`src/rtl/debounce_sync.sv`:
```
// rtl/debounce_sync.sv - synchroniser plus stability-counter debouncer with rise/fall strobes
module debounce_sync #(
    parameter int SYNC_STAGES     = 2,
    parameter int DEBOUNCE_CYCLES = 1000,
    parameter int CNT_W           = 16
) (
    input  logic clk,
    input  logic rst_n,
    input  logic din_raw,
    output logic dout,
    output logic rise,
    output logic fall,
    output logic busy
);

    if (SYNC_STAGES < 2 || SYNC_STAGES > 4) begin : g_bad_sync
        $error("debounce_sync: SYNC_STAGES must be 2..4");
    end
    if (DEBOUNCE_CYCLES < 2 || DEBOUNCE_CYCLES > (2**CNT_W) - 1) begin : g_bad_cycles
        $error("debounce_sync: DEBOUNCE_CYCLES must be 2..2^CNT_W-1");
    end

    localparam logic [CNT_W-1:0] TERM_CNT = CNT_W'(DEBOUNCE_CYCLES - 1);

    typedef enum logic [1:0] {
        STABLE_LO = 2'd0,
        PEND_HI   = 2'd1,
        STABLE_HI = 2'd2,
        PEND_LO   = 2'd3
    } state_t;

    logic [SYNC_STAGES-1:0] sync_q;
    logic                   din_s;
    state_t                 state_q, state_d;
    logic [CNT_W-1:0]       cnt_q, cnt_d;
    logic                   dout_q, dout_d;
    logic                   rise_q, rise_d;
    logic                   fall_q, fall_d;
    logic                   busy_q, busy_d;

    assign din_s = sync_q[SYNC_STAGES-1];

    always_ff @(posedge clk) begin
        if (!rst_n) begin
            sync_q <= '0;
        end else begin
            sync_q <= {sync_q[SYNC_STAGES-2:0], din_raw};
        end
    end

    always_ff @(posedge clk) begin
        if (!rst_n) begin
            state_q <= STABLE_LO;
            cnt_q   <= '0;
            dout_q  <= 1'b0;
            rise_q  <= 1'b0;
            fall_q  <= 1'b0;
            busy_q  <= 1'b0;
        end else begin
            state_q <= state_d;
            cnt_q   <= cnt_d;
            dout_q  <= dout_d;
            rise_q  <= rise_d;
            fall_q  <= fall_d;
            busy_q  <= busy_d;
        end
    end

    // Any bounce back to the held level discards the partial count entirely.
    always_comb begin
        state_d = state_q;
        cnt_d   = '0;
        dout_d  = dout_q;
        rise_d  = 1'b0;
        fall_d  = 1'b0;
        unique case (state_q)
            STABLE_LO: begin
                if (din_s) begin
                    state_d = PEND_HI;
                    cnt_d   = CNT_W'(1);
                end
            end
            PEND_HI: begin
                if (!din_s) begin
                    state_d = STABLE_LO;
                end else if (cnt_q == TERM_CNT) begin
                    state_d = STABLE_HI;
                    dout_d  = 1'b1;
                    rise_d  = 1'b1;
                end else begin
                    cnt_d = cnt_q + CNT_W'(1);
                end
            end
            STABLE_HI: begin
                if (!din_s) begin
                    state_d = PEND_LO;
                    cnt_d   = CNT_W'(1);
                end
            end
            PEND_LO: begin
                if (din_s) begin
                    state_d = STABLE_HI;
                end else if (cnt_q == TERM_CNT) begin
                    state_d = STABLE_LO;
                    dout_d  = 1'b0;
                    fall_d  = 1'b1;
                end else begin
                    cnt_d = cnt_q + CNT_W'(1);
                end
            end
            default: state_d = STABLE_LO;
        endcase
        busy_d = (state_d == PEND_HI) || (state_d == PEND_LO);
    end

    assign dout = dout_q;
    assign rise = rise_q;
    assign fall = fall_q;
    assign busy = busy_q;

endmodule

```
`config.mk`:
```
export PLATFORM = sky130hd
export DESIGN_NAME = debounce_sync
export DESIGN_NICKNAME = d
export VERILOG_FILES = /design/src/rtl/debounce_sync.sv
export SDC_FILE = /design/constraint.sdc
export NUM_CORES = 1
export LEC_CHECK = 0
export CORE_MARGIN = 1.5
export CORE_UTILIZATION = 40
export DETAILED_ROUTE_END_ITERATION = 8
export PLACE_DENSITY = 0.54
export SLEW_MARGIN = 15
export SYNTH_ARGS = -nofsm -noshare
export SYNTH_HDL_FRONTEND = slang
export SYNTH_SLANG_ARGS = --single-unit
```
`constraint.sdc`:
```
create_clock -name clk -period 5.9 [get_ports clk]
set_input_delay 1.18 -clock clk [delete_from_list [all_inputs] [get_ports clk]]
set_output_delay 1.18 -clock clk [all_outputs]
set_load 0.01 [all_outputs]
```
==> results.ini, run 1 <==
[finish]
n_antenna_cell = 0
fill_cells = 225
regArea_um2 = 480
drive_gt1_share_pct = 7.76
stdcell_area_um2 = 1150
fin_util_pct = 47.4
multi_input_area_um2 = 504
syn_to_final_growth_pct = 13.5
nets = 121

[hold_path]
min_path_type = reg -> reg
whs_path_depth = 1

[synth]
async_flop_share_pct = 0
synth_top_family_by_area = simple AND/OR/NAND/NOR gates
synth_xor_xnor_area_share_pct = 11.2
synth-simple-area-share_pct = 30.0
synth_top_area_share_pct = 47.3
yosysMostFrequentCell = dfxtp_1
synth_mux_area_share_pct = 0.985
avgSynthCellArea_um2 = 9.41
synthDistinctLibCells = 32
synthTopCellsByArea = dfxtp_1 47%, xnor2_1 6.9%, nor2_1 5.9%, xor2_1 4.3%, nand4_1 3.7%
synth-warning-count = 0
synth_edf_count = 0
synth_flop_cell = dfxtp_1
yosysTopAreaCell = dfxtp_1
synthesis.area_um2 = 1020
ys_ff_latch = 24
synthAdderAreaFrac_pct = 1.23
synth_commonest_cells = 24 x dfxtp_1, 16 x nor2_1, 8 x xnor2_1
syn_inst = 108
ys_seq_area_share_pct = 47.3
synth_compound_area_share_pct = 6.16
synthesis.nets = 112

[floorplan]
die_height_um = 53.4
die_w_um = 53.4
die-area_um2 = 2850
ios = 7
rows = 18
coreArea_um2 = 2430
start_util_pct = 41.8

[critical_path]
rr_worst_depth = 5
slowest_delay_ps = 540
start_kind = flop
cp.arrival_ps = 1220
worst-path-buf-inv = 1
crit_type = reg -> out
path_delay_family = buffers and inverters
cp_slowest_cell = clkdlybuf4s50_1
critPathRequiredTime_ps = 4720
crit_chain = clkdlybuf4s50_1
path_depth = 1
critPathMaxFanout = 3
critPathCaptureType = output pin
r2r_setup_slack_ps = 3600

[clocking]
ctsHoldBuffers = 0
insertion_delay_ps = 310
clk_pin_slew_worst_paths_ps = 130
cts_tree = yes
cts-resized-gates = 0
clk_path_buf_depth = 2
cts_root_buffer = clkbuf_4
cts.htree.levels = 1
clock-sinks = 24
post_cts_buffers = 0
numCtsBuffers = 3

[power]
powerDensity_nw_per_um2 = 250
ir_worst_vdd_v = 0.000146
p_leak_nw = 0.347

[routing]
top_layer_used = met4
routed_wl_mm = 1.73
final_antenna_net_count = 0
wl_met3_um = 33
drt_pass1_iterations = 4
post_drt_via_cell_ratio = 5.02
met2_length_um = 734
drcViolationCount = 0
wl_met1_um = 944
drt_iter0_drc = 18
num_vias = 733
drt-wirelength-per-cell_um = 11.8

[sta]
period_share_pct = 40.6
worst-slew-pin-transition_ps = 612
final.setup.tns_ps = 0
relSlewSlack_pct = 59.2
setup_slack_ps = 3500
hold_viol = 0
slew_violations = 0
rsz0062_at_grt = false
period_needed_ps = 2400
finalSetupViolCount = 0
fin_skew_ps = 2.77
fmax_mhz = 417

[outcome]
status = completed

[placement]
placed_area_um2 = 1100
dp_slack_ps = 3540
hpwl_mm = 1.27
routabilityCongestion = 0.839
portBuffers = 6

[global_routing]
track_usage_pct = 15.4
grt.overflow.total = 0
grt_max_degree = 16
grt_pass1_vias = 714
antenna_found_initial = 0
grt_pass1_wl_mm = 3.20

[flow_run]
max-cap-violations = 0

==> final cells by class <==
type                    instances  area share (%)
flip-flops and latches         24            41.6
repair buffers                  6            5.21
inverters                       5            1.63
multi-input cells              77            43.7
well taps                      30            3.25
clock inverters                 1            2.60
clock buffers                   3            1.95
==> registers in the layout (all words and copies together), names as in the netlist <==
register / cells
cnt_q: 16
dout: 1
state_q: 2
rise: 1
busy: 1
sync_q: 2
fall: 1
==> placed cells by master (no fill, tap or decap), drive strengths merged, types with 2 or more instances in the layout <==
cell	count
nand4	6
xor2	5
xnor2	8
nor2	16
or4	3
a21oi	2
nor3	3
or4b	2
o31ai	2
inv	5
or3	2
clkdlybuf4s50	6
and2	2
nand3	5
o21ai	2
clkbuf	3
dfxtp	24
nor4	3
and3	3
nand2	4
==> routing by layer <==
metal / up-vias / GRT usage, %
met2: 3 / 21.8
li1: 401 / -
met5: - / 0
met3: 2 / 2.54
met4: 0 / 6.41
met1: 327 / 22.5
==> worst paths after layout <==
check,start,to
worst max-delay path,dout,dout
worst min-delay path,sync_q[0],sync_q[1]
worst max register to register,cnt_q[0],cnt_q[8]
worst min register to register,sync_q[0],sync_q[1]
==> power breakdown <==
part	switching, mW	total, mW	internal (mW)	leakage, nW
logic	0.00248	0.00651	0.00403	0.125
clock network	0.0475	0.116	0.0686	0.0279
registers	0.00140	0.165	0.164	0.194
==> cell families after synthesis <==
kind of cell	Yosys count
simple gates	54
flops	24
xor+xnor	13
compound gates	8
buf+inv	7
mux	1
fa+ha+maj	1
==> metrics by stage <==
stage	hold WS (ps)	total power, mW	instances
6_report	457	0.288	146
5_1_grt	490	0.300	146
4_1_cts	467	0.292	146
3_5_place_dp	436	0.176	142
3_3_place_gp	416	0.175	142
2_1_floorplan	412	0.172	108
(Power assumes the default switching activity.)
==> run 2, diff against run 1 <==
clock period = 2.44 ns   (was 5.9 ns; I/O delays follow)
==> results.ini, run 2 (synthesis results as in run 1) <==
[outcome]
status = completed

[critical_path]
path_delay_family = simple AND/OR/NAND/NOR gates
critPathRequiredTime_ps = 2680  ; -2040 ps
crit_chain = or4b_1, or4_1, or3b_1, a31oi_1
critPathCaptureType = flop
start_kind = flop
cp.arrival_ps = 2390  ; +1170 ps
critPathMaxFanout = 7  ; +4
cp_slowest_cell = or4_1
crit_type = reg -> reg
slowest_delay_ps = 600  ; +60 ps
worst-path-buf-inv = 0  ; -1

[finish]
regArea_um2 = 480  ; unchanged
syn_to_final_growth_pct = 15.6
nets = 126  ; +4.1%
n_antenna_cell = 0  ; unchanged
fill_cells = 244  ; +8.4%
largest_reg_flops = 16  ; unchanged
fin_util_pct = 48.3  ; +0.87 points
stdcell_area_um2 = 1170  ; +1.8%
multi_input_area_um2 = 504  ; unchanged
layout_commonest_cell = dfxtp_1
top_register = cnt_q
layout_common_cells = 24 x dfxtp_1, 16 x nor2_1, 8 x xnor2_1
layoutNonFillerInstCount = 151  ; +3.4%
largestRegisters = cnt_q: 16 flops, state_q: 2 flops, sync_q: 2 flops
drive_gt1_share_pct = 11.6  ; +3.8 points

[power]
p_leak_nw = 0.365  ; +5.1%
powerDensity_nw_per_um2 = 528  ; +110%
p_clk_share_pct = 32.9  ; -7.4 points
power.internal_mw = 0.498  ; +110%
seq_power_share_pct = 64.3  ; +6.9 points
switching_power_mw = 0.123  ; +140%
ir_worst_vdd_v = 0.000275  ; +88%
sw_frac_of_total_pct = 19.8  ; +2.0 points
p_comb_share_pct = 2.8  ; +0.5 points

[sta]
fmax_mhz = 465
worst-slew-pin-transition_ps = 315  ; -297 ps
final.setup.tns_ps = 0  ; unchanged
rsz0062_at_grt = false
period_needed_ps = 2150
slew_violations = 0  ; unchanged
period_share_pct = 88.1
hold_viol = 0  ; unchanged
finalSetupViolCount = 0  ; unchanged
relSlewSlack_pct = 78.8  ; +20 points
fin_skew_ps = 13.3  ; +10.5 ps
hold_ws_ps = 452  ; -5.54 ps

[global_routing]
grt_pass1_vias = 787  ; +10%
grt.overflow.total = 0  ; unchanged
grt_max_degree = 16  ; unchanged
track_usage_pct = 17.2  ; +1.8 points
antenna_found_initial = 0  ; unchanged
grt_pass1_wl_mm = 3.55  ; +11%

[routing]
routed_wl_mm = 1.85  ; +6.9%
drt_iter0_drc = 26  ; +8
drt-wirelength-per-cell_um = 12.2  ; +3.4%
drcViolationCount = 0  ; unchanged
num_vias = 783  ; +6.8%
final_antenna_net_count = 0  ; unchanged
drt_pass1_iterations = 5  ; +1
post_drt_via_cell_ratio = 5.19  ; +3.3%

[clocking]
cts_root_buffer = clkbuf_4
post_cts_buffers = 0  ; unchanged
ctsHoldBuffers = 0  ; unchanged
insertion_delay_ps = 310  ; about the same
cts_tree = yes
numCtsBuffers = 3  ; unchanged
cts.htree.levels = 1  ; unchanged
clock-sinks = 24  ; unchanged
clk_path_buf_depth = 2  ; unchanged
cts-resized-gates = 0  ; unchanged
clk_pin_slew_worst_paths_ps = 130  ; about the same

[hold_path]
min_path_type = reg -> reg

[floorplan]
coreArea_um2 = 2430  ; unchanged
die_height_um = 53.4  ; unchanged
start_util_pct = 41.8  ; unchanged
die-area_um2 = 2850  ; unchanged
rows = 18  ; unchanged
ios = 7  ; unchanged
die_w_um = 53.4  ; unchanged

[flow_run]
max-cap-violations = 0  ; unchanged

[placement]
portBuffers = 6  ; unchanged
hpwl_mm = 1.34  ; +5.6%
dp.cells = 147  ; +3.5%
routabilityCongestion = 0.719  ; -14%
placed_area_um2 = 1140  ; +3.4%

run 2: final cells by class:
class	count	area share, %
flip-flops and latches	24	40.9
inverters	5	1.60
well taps	30	3.19
multi-input cells	77	42.9
clock buffers	4	3.09
repair buffers	11	8.31
run 2: worst paths after layout:
| check | from | to | slack [ps] | cells past startpoint |
|---|---|---|---|---|
| hold / removal | sync_q[0] | sync_q[1] | 450 | 1 |
| hold reg to reg | sync_q[0] | sync_q[1] | 450 | 1 |
| setup / recovery | cnt_q[2] | dout | 290 | 4 |
| setup reg to reg | cnt_q[2] | dout | 290 | 4 |
run 2: worst register-to-register path: stages, from the launching register on:
cell and delay, ps:
dfxtp_1 460, or4b_1 470, or4_1 600, or3b_1 390, a31oi_1 160
run 2: through the flow:
step | setup slack (ps) | power (mW)
2_1_floorplan | 406 | 0.415
3_3_place_gp | 386 | 0.425
3_5_place_dp | 337 | 0.425
4_1_cts | 296 | 0.633
5_1_grt | 176 | 0.653
6_report | 289 | 0.620
run 2: power by group through the flow:
stage	logic [mW]	registers, mW	clock network [mW]
after detailed placement	0.0173	0.408	0
final	0.0174	0.399	0.204
after floorplan	0.00615	0.409	0
after CTS	0.0174	0.399	0.217
after global routing	0.0192	0.400	0.233
after global placement	0.0172	0.408	0
run 2: routing by layer:
metal	routed length, um	global-route usage, %	share of wire [%]	vias to the layer above
met5	0	0	0	-
met4	20	8.12	1.1	0
met3	44	2.82	2.4	2
met2	808	25.5	44	10
met1	975	23.8	53	362
li1	-	-	-	409
